### config.mk
export PLATFORM = sky130hd
export DESIGN_NAME = mips_multicycle_ctrl_flat
export DESIGN_NICKNAME = d
export VERILOG_FILES = /design/src/rtl/mips_multicycle_ctrl_if.sv /design/src/rtl/mips_multicycle_ctrl.sv /design/src/flat_wrapper.sv
export SDC_FILE = /design/constraint.sdc
export NUM_CORES = 1
export LEC_CHECK = 0
export ABC_AREA = 1
export CORE_MARGIN = 2
export CORE_UTILIZATION = 36
export DETAILED_ROUTE_END_ITERATION = 8
export PLACE_DENSITY_LB_ADDON = 0.12
export SETUP_SLACK_MARGIN = 0.05
export SLEW_MARGIN = 20
export SYNTH_ARGS = -nofsm -noshare
export SYNTH_HDL_FRONTEND = slang
export SYNTH_SLANG_ARGS = --single-unit
### constraint.sdc
create_clock -name clk -period 4.9 [get_ports clk]
set_input_delay 1.225 -clock clk [delete_from_list [all_inputs] [get_ports clk]]
set_output_delay 1.225 -clock clk [all_outputs]
set_load 0.01 [all_outputs]
### src/rtl/mips_multicycle_ctrl_if.sv
// Control/datapath/instruction-memory signal bundle for the multi-cycle MIPS controller.
// The master side is the controller; the slave side is the datapath and fetch memory.
interface mips_multicycle_ctrl_if;
  logic        imem_req;
  logic [31:0] imem_addr;
  logic        imem_ack;
  logic [31:0] imem_rdata;
  logic [31:0] alu_result;
  logic [31:0] I;
  logic [2:0]  opcode;
  logic        RegW;
  logic        Regdst;
  logic        ALUSrc;
  logic        MemR;
  logic        MemW;
  logic        MemtoReg;
  logic        halted;
  logic        retire;

  modport master (
    output imem_req, imem_addr, I, opcode, RegW, Regdst, ALUSrc,
           MemR, MemW, MemtoReg, halted, retire,
    input  imem_ack, imem_rdata, alu_result
  );

  modport slave (
    input  imem_req, imem_addr, I, opcode, RegW, Regdst, ALUSrc,
           MemR, MemW, MemtoReg, halted, retire,
    output imem_ack, imem_rdata, alu_result
  );
endinterface

### src/rtl/mips_multicycle_ctrl.sv
// Multi-cycle MIPS control FSM: owns PC and IR, fetches over req/ack, decodes and
// sequences the datapath one phase per state; branches resolve from alu_result.
module mips_multicycle_ctrl #(
  parameter logic [31:0] RESET_PC = 32'h0000_0000,
  parameter logic [2:0]  ALU_ADD  = 3'b000,
  parameter logic [2:0]  ALU_SUB  = 3'b001,
  parameter logic [2:0]  ALU_AND  = 3'b010,
  parameter logic [2:0]  ALU_OR   = 3'b011,
  parameter logic [2:0]  ALU_SLT  = 3'b100
) (
  input  logic                   clk,
  input  logic                   rst,
  mips_multicycle_ctrl_if.master bus
);

  typedef enum logic [2:0] {
    ST_FETCH  = 3'd0,
    ST_DECODE = 3'd1,
    ST_EXEC   = 3'd2,
    ST_MEM    = 3'd3,
    ST_WB     = 3'd4,
    ST_HALT   = 3'd5
  } state_t;

  typedef enum logic [2:0] {
    CLS_R    = 3'd0,
    CLS_ADDI = 3'd1,
    CLS_LW   = 3'd2,
    CLS_SW   = 3'd3,
    CLS_BEQ  = 3'd4,
    CLS_J    = 3'd5,
    CLS_ILL  = 3'd6
  } cls_t;

  state_t      state_r, state_s;
  logic [31:0] pc_r, pc_s;
  logic [31:0] ir_r, ir_s;

  cls_t        cls_s;
  logic [2:0]  alu_op_s;
  logic        regdst_s;
  logic        alusrc_s;
  logic        memtoreg_s;
  logic [4:0]  dest_s;
  logic [31:0] br_off_s;

  logic        imem_req_s;
  logic        reg_w_s;
  logic        mem_r_s;
  logic        mem_w_s;
  logic        retire_s;

  // Instruction decode: class, ALU op and datapath selects straight from the IR
  always_comb begin
    cls_s      = CLS_ILL;
    alu_op_s   = ALU_ADD;
    regdst_s   = 1'b0;
    alusrc_s   = 1'b0;
    memtoreg_s = 1'b0;
    case (ir_r[31:26])
      6'b000000: begin
        cls_s      = CLS_R;
        alusrc_s   = 1'b1;
        memtoreg_s = 1'b1;
        case (ir_r[5:0])
          6'b100000: alu_op_s = ALU_ADD;
          6'b100010: alu_op_s = ALU_SUB;
          6'b100100: alu_op_s = ALU_AND;
          6'b100101: alu_op_s = ALU_OR;
          6'b101010: alu_op_s = ALU_SLT;
          default:   cls_s    = CLS_ILL;
        endcase
      end
      6'b001000: begin
        cls_s      = CLS_ADDI;
        regdst_s   = 1'b1;
        memtoreg_s = 1'b1;
      end
      6'b100011: begin
        cls_s    = CLS_LW;
        regdst_s = 1'b1;
      end
      6'b101011: cls_s = CLS_SW;
      6'b000100: begin
        cls_s    = CLS_BEQ;
        alusrc_s = 1'b1;
        alu_op_s = ALU_SUB;
      end
      6'b000010: cls_s = CLS_J;
      default:   cls_s = CLS_ILL;
    endcase
  end

  assign dest_s   = regdst_s ? ir_r[20:16] : ir_r[15:11];
  assign br_off_s = {{14{ir_r[15]}}, ir_r[15:0], 2'b00};

  // Next-state, PC/IR update and state-gated strobes
  always_comb begin
    state_s    = state_r;
    pc_s       = pc_r;
    ir_s       = ir_r;
    imem_req_s = 1'b0;
    reg_w_s    = 1'b0;
    mem_r_s    = 1'b0;
    mem_w_s    = 1'b0;
    retire_s   = 1'b0;
    case (state_r)
      ST_FETCH: begin
        imem_req_s = 1'b1;
        if (bus.imem_ack) begin
          ir_s    = bus.imem_rdata;
          pc_s    = pc_r + 32'd4;
          state_s = ST_DECODE;
        end else begin
          state_s = ST_FETCH;
        end
      end
      ST_DECODE: begin
        case (cls_s)
          CLS_J: begin
            pc_s     = {pc_r[31:28], ir_r[25:0], 2'b00};
            retire_s = 1'b1;
            state_s  = ST_FETCH;
          end
          CLS_ILL: state_s = ST_HALT;
          default: state_s = ST_EXEC;
        endcase
      end
      ST_EXEC: begin
        case (cls_s)
          CLS_LW, CLS_SW: state_s = ST_MEM;
          CLS_BEQ: begin
            if (bus.alu_result == 32'd0) begin
              pc_s = pc_r + br_off_s;
            end else begin
              pc_s = pc_r;
            end
            retire_s = 1'b1;
            state_s  = ST_FETCH;
          end
          default: state_s = ST_WB;
        endcase
      end
      ST_MEM: begin
        if (cls_s == CLS_LW) begin
          mem_r_s = 1'b1;
          state_s = ST_WB;
        end else begin
          mem_w_s  = 1'b1;
          retire_s = 1'b1;
          state_s  = ST_FETCH;
        end
      end
      ST_WB: begin
        reg_w_s  = (dest_s != 5'd0);
        mem_r_s  = (cls_s == CLS_LW);
        retire_s = 1'b1;
        state_s  = ST_FETCH;
      end
      ST_HALT: state_s = ST_HALT;
      default: state_s = ST_FETCH;
    endcase
  end

  // State, PC and instruction register
  always_ff @(posedge clk) begin
    if (rst) begin
      state_r <= ST_FETCH;
      pc_r    <= RESET_PC;
      ir_r    <= 32'd0;
    end else begin
      state_r <= state_s;
      pc_r    <= pc_s;
      ir_r    <= ir_s;
    end
  end

  // Strobes are masked while reset is high so nothing fires in an abandoned phase
  assign bus.imem_req  = imem_req_s & ~rst;
  assign bus.RegW      = reg_w_s & ~rst;
  assign bus.MemR      = mem_r_s & ~rst;
  assign bus.MemW      = mem_w_s & ~rst;
  assign bus.retire    = retire_s & ~rst;
  assign bus.halted    = (state_r == ST_HALT) & ~rst;
  assign bus.imem_addr = pc_r;
  assign bus.I         = ir_r;
  assign bus.opcode    = alu_op_s;
  assign bus.Regdst    = regdst_s;
  assign bus.ALUSrc    = alusrc_s;
  assign bus.MemtoReg  = memtoreg_s;

endmodule
### src/flat_wrapper.sv
// flat-port wrapper written by rule: the top's interface ports become plain ports
module mips_multicycle_ctrl_flat 
#(
  parameter logic [31:0] RESET_PC = 32'h0000_0000,
  parameter logic [2:0]  ALU_ADD  = 3'b000,
  parameter logic [2:0]  ALU_SUB  = 3'b001,
  parameter logic [2:0]  ALU_AND  = 3'b010,
  parameter logic [2:0]  ALU_OR   = 3'b011,
  parameter logic [2:0]  ALU_SLT  = 3'b100
)
  (clk, rst, bus_imem_req, bus_imem_addr, bus_I, bus_opcode, bus_RegW, bus_Regdst, bus_ALUSrc, bus_MemR, bus_MemW, bus_MemtoReg, bus_halted, bus_retire, bus_imem_ack, bus_imem_rdata, bus_alu_result);
  mips_multicycle_ctrl_if bus_i ();
  input  logic clk;
  input  logic rst;
  output wire logic [$bits(bus_i.imem_req)-1:0] bus_imem_req;
  output wire logic [$bits(bus_i.imem_addr)-1:0] bus_imem_addr;
  output wire logic [$bits(bus_i.I)-1:0] bus_I;
  output wire logic [$bits(bus_i.opcode)-1:0] bus_opcode;
  output wire logic [$bits(bus_i.RegW)-1:0] bus_RegW;
  output wire logic [$bits(bus_i.Regdst)-1:0] bus_Regdst;
  output wire logic [$bits(bus_i.ALUSrc)-1:0] bus_ALUSrc;
  output wire logic [$bits(bus_i.MemR)-1:0] bus_MemR;
  output wire logic [$bits(bus_i.MemW)-1:0] bus_MemW;
  output wire logic [$bits(bus_i.MemtoReg)-1:0] bus_MemtoReg;
  output wire logic [$bits(bus_i.halted)-1:0] bus_halted;
  output wire logic [$bits(bus_i.retire)-1:0] bus_retire;
  input wire logic [$bits(bus_i.imem_ack)-1:0] bus_imem_ack;
  input wire logic [$bits(bus_i.imem_rdata)-1:0] bus_imem_rdata;
  input wire logic [$bits(bus_i.alu_result)-1:0] bus_alu_result;
  assign bus_imem_req = bus_i.imem_req;
  assign bus_imem_addr = bus_i.imem_addr;
  assign bus_I = bus_i.I;
  assign bus_opcode = bus_i.opcode;
  assign bus_RegW = bus_i.RegW;
  assign bus_Regdst = bus_i.Regdst;
  assign bus_ALUSrc = bus_i.ALUSrc;
  assign bus_MemR = bus_i.MemR;
  assign bus_MemW = bus_i.MemW;
  assign bus_MemtoReg = bus_i.MemtoReg;
  assign bus_halted = bus_i.halted;
  assign bus_retire = bus_i.retire;
  assign bus_i.imem_ack = bus_imem_ack;
  assign bus_i.imem_rdata = bus_imem_rdata;
  assign bus_i.alu_result = bus_alu_result;
  mips_multicycle_ctrl #(.RESET_PC(RESET_PC), .ALU_ADD(ALU_ADD), .ALU_SUB(ALU_SUB), .ALU_AND(ALU_AND), .ALU_OR(ALU_OR), .ALU_SLT(ALU_SLT)) u_core (.clk(clk), .rst(rst), .bus(bus_i));
endmodule
Yosys cells after proc, flatten, opt, wreduce, memory -nomap -nowiden
Index checks and enable logic that the tools add are counted.

Add/subtract/negate cells: 2. Multipliers: 0. Divide/modulo/power cells: 0. $lt $le $gt $ge: 0. Equality and inequality tests: 24. Shift-type cells: 0. Multiplexer cells: 27. Bitwise gates (word level): 8. Reduce and logical (&&, ||, !) cells: 14.

Operators by type and width (count): 32-bit 2-to-1 mux (3); 32-bit one-hot mux with 3 select lines (1); 6-bit == test, second input constant (7); 32-bit by 3-bit adder with 32-bit output, second input constant (1); 32-bit adder (1); 32-bit zero test (1); 28-bit 2-to-1 mux (1); 3-bit one-hot mux with 2 select lines (3); 3-bit one-hot mux with 6 select lines (1); 3-bit == test, second input constant (5); 3-bit one-hot mux with 5 select lines (1); 3-bit by 2-bit == test with 1-bit output, second input constant (4); 3-bit one-hot mux with 4 select lines (1); 1-bit 2-to-1 mux (11); 5-bit AND reduction (2); 2-bit OR reduction (4); 1-bit AND (6); 6-bit by 2-bit == test with 1-bit output, second input constant (1); 6-bit by 3-bit == test with 1-bit output, second input constant (1); 6-bit by 4-bit == test with 1-bit output, second input constant (1); 6-bit zero test (1); 3-bit 2-to-1 mux (2); 2-bit by 1-bit inequality test with 1-bit output, second input constant (3); 5-bit 2-to-1 mux (1); 11 further kinds (12).

Register bits after elaboration: 67. Bits in latches: 0. Memory bits (writable): 0. ROM bits: 0. Input port bits: 67. Output and inout bits: 76. Memories kept: 0.

Depth between registers and ports, before layout
Gate-level depths: netlist of the first run.

Depth after elaboration: 8. Mapped depth: 19. Mapped depth without buffers: 18.

Least setup slack after synthesis of the first run
OpenSTA, ideal clock, no wires.

Path type: in2out. From: input port rst. To: output port bus_RegW. Arrival: 2.030 ns. Data required time: 3.675 ns. Setup slack: 1.645 ns. Cell stages on the path: 4. Buffers on the path: 1. Cells stage by stage: clkbuf_1 > inv_1 > nand2_1 > a311oi_1.

Word-level cells in the longest chain between the ends: 2.

RTL lines: start, declared (RTL line flat_wrapper.sv:14) `input logic rst;`; 1-bit NOT (RTL line mips_multicycle_ctrl.sv:180) `assign bus.RegW = reg_w_s & ~rst;`; 1-bit AND (RTL line mips_multicycle_ctrl.sv:180); end, declared (RTL line flat_wrapper.sv:19) `output wire logic [$bits(bus_i.RegW)-1:0] bus_RegW;`.

No other way between the ends.

Worst setup path in the final report of the first run
Ends and elaborated chain as after synthesis.

==> run_results.csv, run 1 <==
group,metric,value,unit
status,status,"finished clean",
placed_design,portBuffers,140,
finish,drive_gt1_frac,0.0439,
synthesis,synth_xor_area_frac,0.00498,
placed_design,place_area,6820,µm²
critical_path,r2r-start,"u_core.state_r[1]$_SDFF_PP0_",
clock_tree,cts_buffer_depth,2,
drt,viasPerCell,4.88,
floorplanning,chipHeight,125,µm
synthesis,synth_compound_area_frac,0.156,
worst_hold_path,hold_end,"u_core.bus.imem_addr[30]$_SDFFE_PP0P_",
timing,hold_viol_final,0,
floorplanning,fp-row-count,44,
timing,setup_tns,0,ns
synthesis,synthCells,911,
timing,fin_crit_sh,0.824,
pwr,power_leakage,3.38,nW
job,drv_cap,0,
floorplanning,dieArea,15600,µm²
floorplanning,pin_count,143,
pwr,p_per_area,354,nW/µm²
critical_path,crit_required,3.67,ns
critical_path,cp.arrival,2.81,ns
critical_path,path_delay_family,"buffers and inverters",
synthesis,synth_top_family_by_area,"simple AND/OR/NAND/NOR gates",
clock_tree,clock-sinks,65,
timing,clock.fmax,248,MHz
worst_hold_path,hp-class,"register to register",
clock_tree,cts_tree,"done",
critical_path,reg2regPathDepth,16,
clock_tree,post_cts_buffers,0,
timing,slew_viol_final,0,
floorplanning,core,14400,µm²
drt,first_iter_violations,336,
critical_path,reg2reg_slack,1.73,ns
drt,routed-via-count,6016,
synthesis,postSynth.asyncResetShare,0,
floorplanning,initial_core_util,0.366,
clock_tree,clk_latency,0.34,ns
synthesis,synth_fa_ha_area_frac,0.0726,
drt,final_antenna_net_count,0,
clock_tree,cts_htree_levels,3,
timing,setup-violations-final,0,
worst_hold_path,min_from,"u_core.bus.imem_addr[30]$_SDFFE_PP0P_",
clock_tree,cts_hold_buffers,0,
global_route,grt_max_degree,54,
critical_path,cpPeakStageDelay,0.58,ns
critical_path,crit_path_top_delay_cell,"clkdlybuf4s50_1",
timing,worst_slew_pin_slew,0.795,ns
finish,area_growth,35.5,%
drt,drt-total-wl,18.0,mm
placed_design,globalplace.congestion,0.902,
clock_tree,cts_root_buf,"clkbuf_16",
global_route,grt_overflow,0,
critical_path,path_buf_inv,4,
synthesis,yosysUniqueCellTypes,39,
critical_path,crit_path_frequent_cell,"clkdlybuf4s50_1",
finish,finalInstanceArea,7150,µm²
critical_path,crit_fanout,9,
clock_tree,cts.clk_slew.worst_paths,0.06,ns
synthesis,synth.area.mux_share,0,
placed_design,hpwl,14.3,mm
clock_tree,cts_resized,0,
clock_tree,cts_buffers,9,
global_route,grt_pass1_vias,5747,
timing,fin_skew,0.00531,ns
finish,insertedDiodeCount,0,
synthesis,yosysSeqAreaShare,0.247,
critical_path,criticalPathCategory,"primary input to output port",
synthesis,syn_area_per_cell,5.79,µm²
synthesis,syn-cell-area,5270,µm²
critical_path,end_kind,"output port",
worst_hold_path,min_path_cells,2,
synthesis,ys.flop_type,"dfxtp_1",
drt,routedWlPerCell,14.6,µm
synthesis,ys_ff_latch,65,
synthesis,yosys_warnings,0,
critical_path,cp-start-kind,"primary input",
pwr,ir_worst_vdd,0.213,mV
critical_path,path_cells,"clkdlybuf4s50_1 > buf_4 > inv_1 > nand2_1 > a311oi_1 > clkdlybuf4s50_1",
synthesis,synth-simple-area-share,0.393,
timing,period_minus_slack,4.04,ns
drt,firstDrtPassIters,5,
global_route,grt_use_total,0.232,
timing,rsz0062_at_grt,"false",
global_route,grt_antenna_before_repair,0,
finish,fin_nets,1141,
floorplanning,die_w,125,µm
critical_path,reg2reg_to,"u_core.bus.imem_addr[15]$_SDFFE_PP0P_",
drt,drc,0,
global_route,grt_first_pass_wirelength,29.2,mm
timing,max_slew_margin,0.469,
synthesis,synth_edf_count,0,
per-stage QoR:
stage | util | total power [mW] | worst slack, ns | cells | hold slack [ns]
floorplan | - | 1.35 | 1.64 | 912 | 0.500
global placement | 0.473 | 1.81 | 0.874 | 1217 | 0.476
detailed placement | 0.473 | 1.81 | 0.878 | 1217 | 0.476
CTS | 0.495 | 2.54 | 0.859 | 1233 | 0.485
global route | 0.495 | 2.69 | 0.788 | 1233 | 0.521
finish | 0.495 | 2.53 | 0.863 | 1233 | 0.486
area by class of cell:
type | count | area (µm²)
clock buffers | 9 | 225
well taps | 184 | 230
fillers | 1543 | 7280
multi-input cells | 682 | 3320
repair buffers | 146 | 1450
flip-flops and latches | 65 | 1300
inverters | 140 | 526
clock inverters | 7 | 103
report_power, final:
group	switching (mW)	total, mW	leakage [nW]	internal (mW)
combinational	0.605	1.06	2.69	0.454
clock	0.269	0.719	0.157	0.451
sequential	0.116	0.754	0.536	0.638
worst max-delay path by stage:
stage	start	endpoint	slack (ns)	depth (start not counted)
finish	rst	bus_RegW	0.86	6
global route	rst	bus_RegW	0.79	6
CTS	rst	bus_RegW	0.86	6
detailed placement	rst	bus_RegW	0.88	6
global placement	rst	bus_RegW	0.87	6
floorplan	rst	bus_RegW	1.64	4
worst register-to-register path: stages, from the launching register on:
cell	delay, ns
dfxtp_1	0.43
inv_2	0.08
nor3_4	0.37
inv_1	0.42
nor2_1	0.20
ha_1	0.31
nand2_1	0.14
inv_1	0.05
nand2_1	0.07
nand3_1	0.15
nand2_1	0.12
nand2_1	0.13
or2_2	0.30
nand3_1	0.07
nand3_1	0.09
nand2_1	0.10
inv_1	0.04
Yosys cell counts (5+ instances only):
master	number	area, µm²
nor3_1	6	30.0
dfxtp_1	65	1300
o21ai_0	46	230
buf_2	5	25.0
nor2_1	135	507
clkbuf_1	14	52.6
inv_1	134	503
ha_1	29	363
o21ai_1	16	80.1
and2_1	5	31.3
inv_2	6	22.5
a21oi_1	74	370
a21oi_2	6	52.6
nand3_1	57	285
nand3b_1	6	45.0
nand4_1	14	87.6
nand2_1	257	965
cell families (layout without fill, tap and decap cells):
| kind of cell | count (synthesis) | count (layout) |
|---|---|---|
| adders and majority gates | 30 | 30 |
| buffers and inverters | 165 | 302 |
| AOI/OAI and AO/OA | 153 | 153 |
| and+or+nand+nor | 494 | 494 |
| DFF | 65 | 65 |
| other | 1 | 2 |
| xor gates and xnor gates | 3 | 3 |
layout by cell type (no fill, tap or decap), types with 3 or more instances in the layout:
cell type,instances
a21oi_1,74
a21oi_2,6
and2_1,5
buf_4,6
clkbuf_16,9
clkdlybuf4s50_1,140
dfxtp_1,65
ha_1,29
inv_1,134
inv_2,6
nand2_1,257
nand3_1,57
nand3b_1,6
nand4_1,14
nor2_1,135
nor3_1,6
o21ai_0,46
o21ai_1,16
o21bai_1,3
o22ai_1,3
xor2_1,3
flip-flops by register name (all words and copies together), names as in the netlist:
name / flops
u_core.state_r: 3
u_core.bus.I: 32
u_core.bus.imem_addr: 30
layer usage:
| metal | up-vias | GRT usage | share of wire |
|---|---|---|---|
| li1 | 3166 | - | - |
| met1 | 2653 | 0.320 | 0.48 |
| met2 | 174 | 0.355 | 0.43 |
| met3 | 23 | 0.0680 | 0.080 |
| met4 | 0 | 0.0634 | 0.016 |
| met5 | - | 0 | 0 |
Power figures use the tool's default switching activity.
==> inputs of run 2 (changes only) <==
clock period = 3.9 ns   (was 4.9 ns; I/O delays follow)
==> run 2 against run 1 <==
Cell count grew 0.24%. Sequential share of layout area is essentially flat. Routed wire length grew 0.48%. Critical path type unchanged. Die area is the same. Core utilization is essentially flat. Combinational power grew 26%. Sequential power grew 26%. Critical endpoint is now bus_halted. Highest routed layer unchanged. Global-route usage is essentially flat. Setup slack lost 0.47 ns.
==> run_results.csv, run 2 (same netlist as run 1, synthesis figures left out) <==
group,metric,value,unit
status,status,"finished clean",
clock_tree,clk_latency,0.35,ns
timing,max_slew_margin,0.456,
floorplanning,initial_core_util,0.366,
finish,fin_nets,1144,
timing,rsz0062_at_grt,"false",
timing,clock.fmax,285,MHz
drt,firstDrtPassIters,8,
worst_hold_path,hp-class,"register to register",
drt,drc,0,
timing,setup_tns,0,ns
clock_tree,cts_hold_buffers,0,
timing,hold_viol_final,0,
critical_path,criticalPathCategory,"primary input to output port",
clock_tree,cts_buffer_depth,2,
clock_tree,cts_root_buf,"clkbuf_16",
clock_tree,cts_resized,0,
pwr,ir_worst_vdd,0.237,mV
global_route,grt_antenna_before_repair,0,
timing,period_minus_slack,3.51,ns
clock_tree,clock-sinks,65,
pwr,p_sw,1.26,mW
timing,fin_crit_sh,0.899,
floorplanning,fp-row-count,44,
placed_design,globalplace.congestion,0.890,
timing,fin_skew,0.0105,ns
pwr,p_per_area,439,nW/µm²
drt,drt-total-wl,18.1,mm
finish,final_cells,1236,
finish,largest_reg_flops,32,
pwr,p_comb_frac,0.427,
global_route,grt_max_degree,54,
pwr,clkPwrFrac,0.271,
clock_tree,post_cts_buffers,0,
global_route,grt_overflow,0,
drt,routedWlPerCell,14.7,µm
floorplanning,chipHeight,125,µm
drt,final_antenna_net_count,0,
floorplanning,core,14400,µm²
pwr,p_int,1.88,mW
finish,nFillCells,1503,
critical_path,crit_required,2.92,ns
drt,viasPerCell,4.91,
critical_path,cp.arrival,2.53,ns
global_route,grt_first_pass_wirelength,29.3,mm
timing,setup-violations-final,0,
finish,final_common_cell,"nand2_1",
clock_tree,cts.clk_slew.worst_paths,0.06,ns
placed_design,portBuffers,140,
timing,worst_slew_pin_slew,0.814,ns
finish,area_growth,35.5,%
critical_path,cp-start-kind,"primary input",
finish,drive_gt1_frac,0.0466,
job,drv_cap,0,
global_route,grt_pass1_vias,5687,
placed_design,place_inst,1220,
floorplanning,dieArea,15600,µm²
critical_path,crit_fanout,7,
floorplanning,die_w,125,µm
global_route,grt_use_total,0.232,
worst_hold_path,min_path_cells,2,
clock_tree,cts_tree,"done",
finish,layout_common_cells,"nand2_1, clkdlybuf4s50_1, nor2_1, inv_1, a21oi_1",
clock_tree,cts_htree_levels,3,
drt,routed-via-count,6065,
placed_design,hpwl,14.5,mm
pwr,p_sw_frac,0.401,
floorplanning,pin_count,143,
critical_path,reg2regPathDepth,17,
pwr,power_leakage,3.38,nW
drt,first_iter_violations,353,
finish,insertedDiodeCount,0,
timing,slew_viol_final,0,
clock_tree,cts_buffers,9,
pwr,pwr-share-seq,0.302,
critical_path,end_kind,"output port",
==> run 2: cell types whose count changed in the layout (fill, tap and decap cells not counted), sizes merged <==
cell	delta
clkinv	-1
buf	+3
clkinvlp	+2
bufinv	-1
==> run 2: final timing paths <==
| path | endpoint | startpoint | slack, ns |
|---|---|---|---|
| worst max register to register | u_core.bus.imem_addr[18]$_SDFFE_PP0P_ | u_core.state_r[1]$_SDFF_PP0_ | 0.79 |
| worst min-delay path | u_core.bus.I[9]$_SDFFE_PP0P_ | u_core.bus.I[9]$_SDFFE_PP0P_ | 0.49 |
| worst max-delay path | bus_halted | rst | 0.39 |
| worst min register to register | u_core.bus.I[9]$_SDFFE_PP0P_ | u_core.bus.I[9]$_SDFFE_PP0P_ | 0.49 |
==> run 2: routing by layer <==
metal  routed length, µm  up-vias  GRT usage
li1                    -     3172          -
met1                8750     2683      0.325
met2                7750      188      0.356
met3                1330       22     0.0526
met4                 306        0     0.0712
met5                   0        -          0
==> run 2: per-stage QoR <==
stage / cell area (µm²) / worst slack [ns] / power (mW) / hold slack (ns) / utilization
final: 7150 / 0.393 / 3.14 / 0.489 / 0.495
after global routing: 7150 / 0.329 / 3.33 / 0.524 / 0.495
after CTS: 7150 / 0.363 / 3.15 / 0.487 / 0.495
after detailed placement: 6840 / 0.385 / 2.29 / 0.478 / 0.474
after global placement: 6840 / 0.406 / 2.29 / 0.476 / 0.474
after floorplan: 5280 / 1.14 / 1.69 / 0.500 / -
==> run 2: layout make-up <==
type                            instances  area, µm²  share of cell area
Sequential cell                        65       1300               0.182
Clock buffer                            9        225              0.0315
Multi-Input combinational cell        682       3320               0.464
Timing Repair Buffer                  149       1470               0.206
Clock inverter                          7       78.8              0.0110
Inverter                              140        526              0.0735
Tap cell                              184        230              0.0322
==> run 2: power by group through the flow <==
| stage | Sequential (mW) | Combinational (mW) | Clock (mW) |
|---|---|---|---|
| 3_5_place_dp | 0.959 | 1.33 | 0 |
| 4_1_cts | 0.948 | 1.34 | 0.860 |
| 2_1_floorplan | 0.980 | 0.712 | 0 |
| 3_3_place_gp | 0.957 | 1.33 | 0 |
| 5_1_grt | 0.967 | 1.47 | 0.893 |
| 6_report | 0.947 | 1.34 | 0.852 |
==> run 2: worst max-delay path, stage by stage <==
cell and delay, ns:
clkdlybuf4s50_1 0.48, buf_4 0.20, nor4_1 0.28, clkdlybuf4s50_1 0.60
==> inputs of run 3 (changes only) <==
CORE_MARGIN = 1   (was 2)
==> run 3 against run 2 <==
Sequential share of layout area about the same. Largest power group unchanged. Clock skew decreased by 0.0010 ns. Highest routed layer unchanged. First-iteration DRC count increased by 0.57%. Cell count decreased by 0.40%. Critical endpoint unchanged. Largest cell class unchanged.
==> run_results.csv, run 3 (same netlist as run 1, synthesis figures left out) <==
group,metric,value,unit
critical_path,criticalPathCategory,"primary input to output port",
critical_path,cp.arrival,2.57,ns
floorplanning,die_w,123,µm
clock_tree,cts_root_buf,"clkbuf_16",
finish,drive_gt1_frac,0.0438,
finish,final_cells,1231,
clock_tree,cts_buffer_depth,2,
critical_path,cp-start-kind,"primary input",
floorplanning,initial_core_util,0.374,
finish,area_growth,35.2,%
job,drv_cap,0,
timing,fin_crit_sh,0.909,
drt,final_antenna_net_count,0,
critical_path,cpPeakStageDelay,0.60,ns
floorplanning,chipHeight,123,µm
finish,insertedDiodeCount,0,
placed_design,hpwl,14.2,mm
critical_path,crit_path_frequent_cell,"clkdlybuf4s50_1",
drt,viasPerCell,4.91,
drt,first_iter_violations,355,
clock_tree,clk_latency,0.34,ns
critical_path,crit_path_top_delay_cell,"clkdlybuf4s50_1",
timing,hold_viol_final,0,
global_route,grt_max_degree,54,
clock_tree,cts_htree_levels,3,
timing,period_minus_slack,3.54,ns
clock_tree,cts_buffers,9,
placed_design,place_inst,1215,
placed_design,portBuffers,140,
drt,routedWlPerCell,14.5,µm
clock_tree,post_cts_buffers,0,
critical_path,crit_required,2.92,ns
timing,setup_tns,0,ns
floorplanning,core,14100,µm²
drt,routed-via-count,6042,
critical_path,path_cells,"clkdlybuf4s50_1 > buf_4 > nor4_1 > clkdlybuf4s50_1",
status,status,"finished clean",
timing,max_slew_margin,0.464,
finish,final_common_cell,"nand2_1",
critical_path,crit_fanout,7,
floorplanning,pin_count,143,
finish,fin_nets,1143,
timing,worst_slew_pin_slew,0.804,ns
pwr,p_per_area,435,nW/µm²
timing,setup-violations-final,0,
clock_tree,cts.clk_slew.worst_paths,0.06,ns
global_route,grt_use_total,0.249,
finish,nFillCells,1508,
timing,clock.fmax,282,MHz
timing,rsz0062_at_grt,"false",
floorplanning,dieArea,15100,µm²
floorplanning,fp-row-count,43,
global_route,grt_pass1_vias,5738,
clock_tree,cts_hold_buffers,0,
finish,largest_reg_flops,32,
timing,fin_skew,0.00949,ns
clock_tree,clock-sinks,65,
timing,slew_viol_final,0,
finish,layout_common_cells,"nand2_1, clkdlybuf4s50_1, nor2_1, inv_1, a21oi_1",
global_route,grt_first_pass_wirelength,28.6,mm
global_route,grt_overflow,0,
critical_path,end_kind,"output port",
clock_tree,cts_tree,"done",
global_route,grt_antenna_before_repair,0,
drt,drt-total-wl,17.9,mm
drt,firstDrtPassIters,5,
clock_tree,cts_resized,0,
placed_design,globalplace.congestion,0.937,
pwr,power_leakage,3.38,nW
pwr,ir_worst_vdd,0.225,mV
drt,drc,0,
worst_hold_path,hp-class,"register to register",
==> run 3: cell count changes in the layout (fill, tap and decap cells not counted), sizes merged <==
cell / change
buf: -1
clkbuf: +3
clkinv: +2
clkinvlp: -3
inv: -2
==> run 3: worst max-delay path, delay by kind of cell <==
family / cells / cell delay, ns
buf+inv: 3 / 1.28
simple gates: 1 / 0.31
==> run 3: stage by stage <==
step	setup slack, ns	hold WS (ns)	util	power, mW	instance area (µm²)
6_report	0.356	0.501	0.506	3.10	7130
5_1_grt	0.270	0.529	0.506	3.30	7130
4_1_cts	0.336	0.501	0.506	3.12	7130
3_5_place_dp	0.353	0.490	0.484	2.28	6830
3_3_place_gp	0.406	0.487	0.484	2.28	6830
2_1_floorplan	1.14	0.500	-	1.69	5280
==> run 3: path summary, 6_finish.rpt <==
check        cells after the start  slack (ns)                                     to                    startpoint
max                              4        0.36                             bus_halted                           rst
min                              2        0.50           u_core.bus.I[9]$_SDFFE_PP0P_  u_core.bus.I[9]$_SDFFE_PP0P_
max reg2reg                     13        0.82  u_core.bus.imem_addr[30]$_SDFFE_PP0P_  u_core.state_r[1]$_SDFF_PP0_
min reg2reg                      2        0.50           u_core.bus.I[9]$_SDFFE_PP0P_  u_core.bus.I[9]$_SDFFE_PP0P_
==> run 3: metal layers <==
metal  routed length, µm  up-vias  GRT usage
met5                   0        -          0
met4                 184        0     0.0565
met3                1400       17     0.0673
met2                8010      188      0.402
met1                8300     2669      0.330
li1                    -     3168          -
==> run 3: area by class of cell <==
class	count	area [µm²]	area share
Sequential cell	65	1300	0.183
Multi-Input combinational cell	682	3320	0.465
Tap cell	180	225	0.0316
Timing Repair Buffer	148	1460	0.205
Clock buffer	12	246	0.0346
Clock inverter	4	52.6	0.00737
Inverter	140	526	0.0737
==> run 3: report_power, final <==
group | internal, mW | switching (mW) | total [mW]
sequential | 0.802 | 0.141 | 0.943
combinational | 0.578 | 0.750 | 1.33
clock | 0.514 | 0.317 | 0.832
total | 1.89 | 1.21 | 3.10
==> patch 1, RTL diff (config.mk and constraints of run 3) <==
Encoding of `state_t`: now one-hot (6 bits for 6 states).
--- a/src/rtl/mips_multicycle_ctrl.sv
+++ b/src/rtl/mips_multicycle_ctrl.sv
@@ -13,13 +13,13 @@
   mips_multicycle_ctrl_if.master bus
 );
 
-  typedef enum logic [2:0] {
-    ST_FETCH  = 3'd0,
-    ST_DECODE = 3'd1,
-    ST_EXEC   = 3'd2,
-    ST_MEM    = 3'd3,
-    ST_WB     = 3'd4,
-    ST_HALT   = 3'd5
+  typedef enum logic [5:0] {
+    ST_FETCH  = 6'b000001,
+    ST_DECODE = 6'b000010,
+    ST_EXEC   = 6'b000100,
+    ST_MEM    = 6'b001000,
+    ST_WB     = 6'b010000,
+    ST_HALT   = 6'b100000
   } state_t;
 
   typedef enum logic [2:0] {
Behaviour: same outputs for any inputs over 4 cycles, from zero or initial values and one cycle with rst high; so few cycles prove little.
==> patch 1 against run 3 <==
Critical path type is now reg2out; power shrank 18%; sequential cell count grew 3; die area shrank 5.8%; design area shrank 3.9%; setup slack gained 8.9 ps; clock skew shrank 0.92 ps; combinational power shrank 40%; area after synthesis shrank 5.9%; routed wire length shrank 5.5%; register-to-register slack lost 140 ps; worst hold slack lost 26 ps.
==> patch 1: results (changes against run 3) <==
hold_path_startpoint: "u_core.bus.I[15]"
ys_seq_area_share_pct: 27.4  # +2.7 points
wire_per_inst_um: 15.2  # +4.5%
switchingPower_mw: 0.845  # -30%
r2r_start: "u_core.state_r[0]"
place.detailed.hpwl_um: 12900  # -9.2%
numCtsBuffers: 9  # unchanged
clockBufferDepth: 2  # unchanged
ys_async_sr_fraction_pct: 0  # unchanged
routed_wirelength_um: 16900  # -5.5%
drive_gt1_share_pct: 7.15  # +2.8 points
preCtsSetupSlack_ps: 438  # +84.9 ps
rr_endpoint: "u_core.bus.imem_addr[28]"
htreeDepth: 3  # unchanged
r2r_slack_ps: 680  # -140 ps
cp-endpoint: "bus_RegW"
r2r_cells: 21  # +8
place_area_sq_um: 6540  # -4.3%
grt_pass1_vias: 5450  # -5.0%
ys_types: 46  # +18%
largest_register_ffs: 32  # unchanged
layout.nets: 1019  # -11%
antenna_found_initial: 1  # +1
startpoint: "u_core.bus.I[30]"
synth_cells: 797  # -13%
place_inst: 1099  # -9.5%
setup_ws_ps: 365  # +8.93 ps
min_path_type: "reg2reg"
grt_pass1_wl_um: 27200  # -4.9%
status: "completed"
p_leak_nw: 3.06  # -9.4%
ys_top_cells_by_area: "dfxtp_1 27%, nand2_1 12%, nor2_1 9.1%, a21oi_1 7.1%, inv_1 6.7%"
cts_resized: 0  # unchanged
fin_area_sq_um: 6850  # -3.9%
clk-insertion-delay-late_ps: 350
place_congestion: 0.913  # -2.5%
drt-pass1-iter-count: 5  # unchanged
fin_worst_skew_ps: 8.57  # -0.921 ps
gr-usage-all-layers_pct: 24.4  # -0.47 points
clk_pin_slew_worst_paths_ps: 60  # about the same
critPathArrivalTime_ps: 2560  # about the same
via_per_inst: 5.18  # +5.4%
post_cts_buffers: 0  # unchanged
worst_pin_slew_ps: 849  # +45.8 ps
first_iter_violations: 292  # -18%
path_delay_family: "compound AO/OA/AOI/OAI gates"
n_antenna_cell: 0  # unchanged
cp_max_fo: 5  # -2
slowest_delay_ps: 630  # +30 ps
num-fill-cells: 1395  # -7.5%
clock-root-buffer: "clkbuf_16"
crit_path_top_delay_cell: "clkdlybuf4s50_1"
ir_drop_v: 0.000180  # -20%
synth_common_cells: "160 x nand2_1, 120 x nor2_1, 88 x inv_1"
grt_max_degree: 37  # -31%
synth_warnings: 0  # unchanged
io_buffers: 140  # unchanged
## patch 1: changes by cell type in the layout (fill, tap and decap cells not counted), sizes merged, moves of 7 or more
cell and change:
nand2 -87, buf +7, inv -45, nand4 +15
ha -12, nand3 -9, o21ai +11, a21oi -10
a31oi +11, nor2 -7
## patch 1: cell type report
cell class,count,share of cell area (%)
Multi-Input combinational cell,603,44.9
Timing Repair Buffer,155,22.1
Sequential cell,68,19.9
Inverter,97,5.34
Clock buffer,13,4.09
Tap cell,176,3.22
Clock inverter,1,0.439
## patch 1: power by group through the flow
stage	Sequential (mW)	Clock (mW)	Combinational [mW]
CTS	0.881	0.879	0.801
floorplan	0.910	0	0.396
global placement	0.894	0	0.798
finish	0.882	0.875	0.798
detailed placement	0.894	0	0.796
global route	0.893	0.900	0.879
## patch 1: tightest hold or removal path, cell delays in order (launching register included)
cell and delay (ps):
dfxtp_1 310, inv_1 70, a21oi_1 60
## patch 1: worst min path at each step
stage                             to  slack [ps]  cells after the start
finish              u_core.bus.I[15]         480                      2
global route        u_core.bus.I[15]         510                      2
CTS                 u_core.bus.I[15]         480                      2
detailed placement  u_core.bus.I[15]         470                      2
global placement    u_core.bus.I[15]         460                      2
floorplan           u_core.bus.I[18]         500                      2
## patch 1: routing by layer
metal	global-route usage (%)	part of all wire (%)	routed length (um)
met5	0	0	0
met4	8.98	2.1	361
met3	6.47	8.0	1340
met2	39.4	44	7480
met1	31.2	46	7720
## patch 1: kinds of logic after synthesis
| family | Yosys count | share of synthesized area, % |
|---|---|---|
| buffers and inverters | 127 | 10.7 |
| other | 1 | 0.0756 |
| adder cells (fa/ha/maj) | 18 | 4.69 |
| flip-flops | 68 | 27.4 |
| AO/OA/AOI/OAI | 176 | 19.3 |
| AND/OR/NAND/NOR | 396 | 35.9 |
| XOR/XNOR | 11 | 1.94 |
==> patch 2, RTL diff (config.mk and constraints of run 3) <==
Without the edit above. `ir_r` no longer has a reset.
--- a/src/rtl/mips_multicycle_ctrl.sv
+++ b/src/rtl/mips_multicycle_ctrl.sv
@@ -167,12 +167,14 @@
     if (rst) begin
       state_r <= ST_FETCH;
       pc_r    <= RESET_PC;
-      ir_r    <= 32'd0;
     end else begin
       state_r <= state_s;
       pc_r    <= pc_s;
-      ir_r    <= ir_s;
     end
+  end
+
+  always_ff @(posedge clk) begin
+    ir_r <= ir_s;
   end
 
   // Strobes are masked while reset is high so nothing fires in an abandoned phase
Formal check against the unedited RTL: not equivalent (Yosys sat finds a counterexample within 4 cycles, from zero or initial values and one cycle with rst high).
==> patch 2 against run 3 <==
Area after synthesis grew 4.6%; global-route usage down 4.1 points; power fell by 23%; largest power group is now sequential cells; via count down 3.4%; clock skew shrank 4.2 ps; worst hold slack worse by 17 ps; setup slack improved by 160 ps; design area rose by 3.5%; routed wire length shrank 11%; sequential cell count did not move; core utilization fell by 0.57 points; sequential power shrank 6.7%; critical path type unchanged.
==> patch 2: results (changes against run 3) <==
ir_drop_v: 0.000216  # -3.9%
place_area_sq_um: 7110  # +4.1%
num-nonclk-inverters: 165  # +18%
fin_worst_skew_ps: 5.29  # -4.20 ps
status: "completed"
slowest_delay_ps: 580  # -20 ps
p_leak_nw: 3.64  # +7.5%
grt_max_degree: 39  # -28%
pg_seq_mw: 0.880  # -6.7%
ys_seq_area_share_pct: 29.4  # +4.7 points
ys_types: 45  # +15%
layout.nets: 1142  # -0.087%
synth_compound_area_share_pct: 8.40  # -7.2 points
grt_pass1_vias: 5428  # -5.4%
grt_pass1_wl_um: 26200  # -8.7%
clock_area_share_pct: 3.66  # -0.53 points
wire_per_inst_um: 12.9  # -11%
avgSynthCellArea_sq_um: 6.10  # +5.5%
switchingPower_mw: 0.806  # -33%
n_clock_buffer: 9  # -3
sh_seq_area_pct: 22.0  # +3.7 points
routed_wirelength_um: 16000  # -11%
dr_total_vias: 5836  # -3.4%
cp_max_fo: 2  # -5
first_iter_violations: 338  # -4.8%
synth_common_cells: "277 x nand2_1, 159 x inv_1, 149 x nor2_1"
buffer_area_share_pct: 19.5  # -1.0 points
comb_power_mw: 0.768  # -42%
drive_gt1_share_pct: 4.38  # about the same
place_inst: 1218  # +0.25%
gr-usage-all-layers_pct: 20.8  # -4.1 points
dr_wl_met3_um: 663  # -53%
synth_xor_area_share_pct: 0.635  # +0.14 points
signal_buffers: 145  # -2.0%
total_power_mw: 2.39  # -23%
synth_cells: 903  # -0.88%
multi_input_cells: 659  # -3.4%
preCtsSetupSlack_ps: 486  # +133 ps
dr_wl_met2_um: 7540  # -5.9%
## patch 2: worst reg2reg max path, stage by stage, from the launching register on
cell	delay, ps
dfxtp_1	420
nor3_4	400
nand2_1	90
ha_1	260
fa_1	460
nand3_1	100
nand3_1	200
nand2_1	110
nand3_1	180
or2_2	330
nand3_1	70
o21ai_0	80
nor2_1	100
nor2_1	60
## patch 2: worst paths after layout
check                      startpoint                  endpoint  slack (ps)
max                               rst                  bus_RegW         510
min          u_core.bus.imem_addr[29]  u_core.bus.imem_addr[29]         480
min reg2reg  u_core.bus.imem_addr[29]  u_core.bus.imem_addr[29]         480
max reg2reg         u_core.state_r[2]  u_core.bus.imem_addr[10]         930
## patch 2: per-layer routing
| metal | vias up | track usage, % |
|---|---|---|
| li1 | 3115 | - |
| met1 | 2595 | 26.6 |
| met2 | 113 | 35.6 |
| met3 | 13 | 3.91 |
| met4 | 0 | 6.17 |
| met5 | - | 0 |
